===== config.mk =====
export PLATFORM = sky130hd
export DESIGN_NAME = register_file_16x20
export DESIGN_NICKNAME = d
export VERILOG_FILES = /design/src/rtl/register_file_16x20_pkg.sv /design/src/rtl/register_file_16x20_cell.sv /design/src/rtl/register_file_16x20.sv
export SDC_FILE = /design/constraint.sdc
export NUM_CORES = 1
export LEC_CHECK = 0
export BUFFER_PORTS_ARGS = -buffer_cell sky130_fd_sc_hd__buf_2
export CORE_MARGIN = 5
export CORE_UTILIZATION = 48
export DETAILED_ROUTE_END_ITERATION = 8
export GPL_ROUTABILITY_DRIVEN = 0
export PLACE_DENSITY = 0.88
export SYNTH_ARGS = -nofsm -noshare
export SYNTH_HDL_FRONTEND = slang
export SYNTH_SLANG_ARGS = --single-unit

===== constraint.sdc =====
create_clock -name clk -period 9.18 [get_ports clk]
set_input_delay 0.918 -clock clk [delete_from_list [all_inputs] [get_ports clk]]
set_output_delay 0.918 -clock clk [all_outputs]
set_load 0.005 [all_outputs]

===== src/rtl/register_file_16x20_pkg.sv =====
// Shared constants and state encoding for the 16x20 register file.
// Widths match the downstream multiplexor_16x20_4_20.
`timescale 1ns/1ps
package register_file_16x20_pkg;
    localparam int unsigned WIDTH  = 20;
    localparam int unsigned DEPTH  = 16;
    localparam int unsigned ADDR_W = 4;

    localparam logic [ADDR_W-1:0] LAST_PTR = ADDR_W'(DEPTH - 1);

    typedef enum logic {
        StIdle  = 1'b0,
        StSweep = 1'b1
    } state_e;
endpackage


===== src/rtl/register_file_16x20_cell.sv =====
// Single 20-bit storage cell with write enable and asynchronous active-high reset.
`timescale 1ns/1ps
module reg_cell_20
    import register_file_16x20_pkg::*;
(
    input  logic             clk,
    input  logic             rst,
    input  logic             en,
    input  logic [WIDTH-1:0] d,
    output logic [WIDTH-1:0] q
);

    always_ff @(posedge clk or posedge rst) begin
        if (rst) begin
            q <= '0;
        end else if (en) begin
            q <= d;
        end
    end

endmodule


===== src/rtl/register_file_16x20.sv =====
// Sixteen-entry 20-bit register file: one handshaked write port, parallel outputs,
// and a one-register-per-cycle clear sweep.
`timescale 1ns/1ps
module register_file_16x20
    import register_file_16x20_pkg::*;
(
    input  logic              clk,
    input  logic              rst,
    input  logic              wr_valid,
    output logic              wr_ready,
    input  logic [ADDR_W-1:0] wr_addr,
    input  logic [WIDTH-1:0]  wr_data,
    input  logic              clr,
    output logic              busy,
    output logic [WIDTH-1:0]  out0,
    output logic [WIDTH-1:0]  out1,
    output logic [WIDTH-1:0]  out2,
    output logic [WIDTH-1:0]  out3,
    output logic [WIDTH-1:0]  out4,
    output logic [WIDTH-1:0]  out5,
    output logic [WIDTH-1:0]  out6,
    output logic [WIDTH-1:0]  out7,
    output logic [WIDTH-1:0]  out8,
    output logic [WIDTH-1:0]  out9,
    output logic [WIDTH-1:0]  out10,
    output logic [WIDTH-1:0]  out11,
    output logic [WIDTH-1:0]  out12,
    output logic [WIDTH-1:0]  out13,
    output logic [WIDTH-1:0]  out14,
    output logic [WIDTH-1:0]  out15
);

    state_e            state_q;
    logic [ADDR_W-1:0] ptr_q;
    logic              busy_q;
    logic              sweeping;
    logic              wr_fire;
    logic [WIDTH-1:0]  cell_d;
    logic [WIDTH-1:0]  q [DEPTH];

    assign sweeping = (state_q == StSweep);
    // clr takes priority over a pending write in IDLE
    assign wr_ready = (state_q == StIdle) && !clr;
    assign wr_fire  = wr_valid && wr_ready;
    assign cell_d   = sweeping ? '0 : wr_data;
    assign busy     = busy_q;

    always_ff @(posedge clk or posedge rst) begin
        if (rst) begin
            state_q <= StIdle;
            ptr_q   <= '0;
            busy_q  <= 1'b0;
        end else begin
            unique case (state_q)
                StIdle: begin
                    if (clr) begin
                        state_q <= StSweep;
                        ptr_q   <= '0;
                        busy_q  <= 1'b1;
                    end
                end
                StSweep: begin
                    ptr_q <= ptr_q + 1'b1;
                    if (ptr_q == LAST_PTR) begin
                        state_q <= StIdle;
                        busy_q  <= 1'b0;
                    end
                end
            endcase
        end
    end

    for (genvar i = 0; i < DEPTH; i++) begin : g_cell
        logic en;
        assign en = (wr_fire && (wr_addr == ADDR_W'(i))) || (sweeping && (ptr_q == ADDR_W'(i)));

        reg_cell_20 u_cell (
            .clk (clk),
            .rst (rst),
            .en  (en),
            .d   (cell_d),
            .q   (q[i])
        );
    end

    assign out0  = q[0];
    assign out1  = q[1];
    assign out2  = q[2];
    assign out3  = q[3];
    assign out4  = q[4];
    assign out5  = q[5];
    assign out6  = q[6];
    assign out7  = q[7];
    assign out8  = q[8];
    assign out9  = q[9];
    assign out10 = q[10];
    assign out11 = q[11];
    assign out12 = q[12];
    assign out13 = q[13];
    assign out14 = q[14];
    assign out15 = q[15];

endmodule


==> flow_summary.yaml <==
power_and_ir_drop:
  clkPwrFrac_pct: 26.1
  internal-power_mw: 3.70
  p_switching_mw: 1.93
  total_power_mw: 5.63
  cellLeakagePower_nw: 9.33
  pwr_density_cell_mw_per_mm2: 336
  switching_share_pct: 34.3
  p_seq_share_pct: 43.0
  p_comb_share_pct: 30.9
  ir_worst_vdd_mv: 0.173
clock_network:
  clock_sink_count: 326
  cts_buffers: 34
  htreeDepth: 2
  clock_path_buffers: 3
  cts_setup_buffers: 0
  clk_pin_slew_worst_paths_ns: 0.06
  cts_root_buf: "clkbuf_16"
  cts_tree: "yes"
  clkLatencyLatePin_ns: 0.49
  cts_hold_buf: 0
  post_cts.resized_instances: 0
sta:
  setup_ws_ns: 6.36
  rsz0062_at_grt: "no"
  worst_clock_skew_ns: 0.00829
  hold_violations: 0
  slew_violations: 0
  worstMarginPinSlew_ns: 1.26
  slew_headroom_pct: 16.1
  fin_setup_tns_ns: 0
  setup_viol: 0
  fin_crit_ns: 2.82
  post-route-period-util_pct: 30.7
  fmaxAchievable_ghz: 0.355
  fin_hold_ws_ns: 0.502
final_layout:
  post-route-util_pct: 60.0
  area_growth_pct: 22.5
  ff_latch_area_mm2: 0.00816
  final_nets: 1481
  n_fill_cell: 2264
  final_layout_size_suffix_gt1_share_pct: 29.5
  fin_area_mm2: 0.0168
  fin_cells: 1854
  multi_input_area_mm2: 0.00501
floorplanning:
  ios: 350
  initial_core_util_pct: 49.0
  num_rows: 61
  fp.dieW_um: 179
  die_y_um: 179
  die_area_mm2: 0.0320
  design.core.area_mm2: 0.0279
setup_path:
  crit_path_max_fanout: 45
  critPathLaunchType: "register"
  reg2reg_slack_ns: 6.67
  cp_data_required_time_ns: 8.26
  timing.rr.start: "state_q"
  arrival_ns: 1.90
  worst_setup_path_end_kind: "output pin"
  cp-startpoint: "state_q"
  path_class: "reg -> out"
placement:
  dpl_cell_area_mm2: 0.0155
  dpl.hpwl_um: 27300
  place_ws_ns: 6.20
  io_buffers: 349
  numPlacedInstances: 1791
global_route:
  grt_usage_pct: 24.7
  grt-ovfl-total: 0
  grt_max_degree: 172
  grt_pass1_vias: 10544
  grt_antenna_before_repair: 3
  grt_pass1_wl_um: 61200
drt:
  drt_iter0_markers: 661
  drt_first_pass_iters: 5
  drc: 0
  ant_nets: 0
  vias_per_cell: 5.43
  wl_um: 40400
  num_vias: 10069
  wl_per_cell_um: 21.8
synth:
  syn_area_per_cell_um2: 11.8
  synthDistinctLibCells: 28
  synth_edf_count: 0
  yosysMostFrequentCell: "nand2_1"
  ys_async_sr_fraction_pct: 100
  synth_largest_area_cell: "dfrtp_1"
  yosys_warnings: 0
  yosysSeqAreaShare_pct: 59.6
  synth_common_cells: "nand2_1 (327), dfrtp_1 (326), mux2i_1 (320)"
  synth.area.top_cells: "dfrtp_1 (60%), mux2i_1 (23%), nand2_1 (9.0%)"
  synth_cells: 1162
  synthesis.nets: 1194
  synth.top_cell.area_share_pct: 59.6
  syn-cell-area_mm2: 0.0137
  ys.flop_type: "dfrtp_1"
  synth_seq_cells: 326
outcome:
  status: "finished, final reports clean"
min_path:
  min_path_type: "reg -> reg"
  hold_start: "busy"
flow_run:
  maxCapViolCount: 0
## cells by family (layout without fill, tap and decap cells)
| kind of cell | after synthesis | in the layout | synth area share, % |
|---|---|---|---|
| AO/OA/AOI/OAI | 4 | 4 | 0.247 |
| AND/OR/NAND/NOR | 388 | 388 | 12.2 |
| adder cells (fa/ha/maj) | 4 | 4 | 0.366 |
| other | 0 | 3 | 0 |
| buffers and inverters | 117 | 428 | 3.94 |
| XOR/XNOR | 2 | 2 | 0.128 |
| flip-flops | 326 | 326 | 59.6 |
| multiplexers | 321 | 321 | 23.5 |
## area by class of cell
type,instances,share of cell area (%)
well taps,378,2.82
repair buffers,365,11.2
flip-flops and latches,326,48.7
clock buffers,50,6.35
diodes,3,0.0448
inverters,3,0.0896
multi-input cells,719,29.9
clock inverters,10,0.911
## critical path, stage by stage, from the launching register on
cell	delay [ns]
dfrtp_1	0.39
buf_4	0.28
nor2_1	0.51
buf_2	0.22
## sequential cells by signal (all words and copies together), names as in the netlist
register / count
busy: 1
ptr_q: 4
g_cell.u_cell.q: 320
state_q: 1
## path summary, 6_finish.rpt
| kind | end | cells past startpoint |
|---|---|---|
| setup / recovery | wr_ready | 3 |
| max in group asynchronous | g_cell[2].u_cell.q[1] | 4 |
| min in group asynchronous | g_cell[3].u_cell.q[17] | 3 |
| setup reg to reg | g_cell[14].u_cell.q[16] | 4 |
| hold / removal | busy | 1 |
| hold reg to reg | busy | 1 |
## routing by layer
layer | vias to the layer above | GRT usage (%) | part of all wire (%)
met4 | 0 | 9.11 | 3.5
met2 | 411 | 40.3 | 48
li1 | 4411 | - | -
met5 | - | 0 | 0
met3 | 103 | 5.23 | 7.1
met1 | 5144 | 32.8 | 42
## cell usage in the layout (no fill, tap or decap), types with 5 or more instances in the layout
cell type / instances
nor2_2: 5
buf_2: 349
nand2b_1: 20
clkbuf_8: 9
dfrtp_1: 326
clkbuf_16: 37
clkinv_2: 5
mux2i_1: 320
nand4b_1: 8
buf_4: 15
nand2_1: 327
## power groups by stage
stage | Sequential, mW | Combinational (mW) | Clock, mW
2_1_floorplan | 2.42 | 0.786 | 0
3_3_place_gp | 2.39 | 1.67 | 0
3_5_place_dp | 2.42 | 1.76 | 0
4_1_cts | 2.41 | 1.76 | 1.49
5_1_grt | 2.48 | 1.94 | 1.55
6_report | 2.42 | 1.74 | 1.47
(Power assumes the default switching activity.)
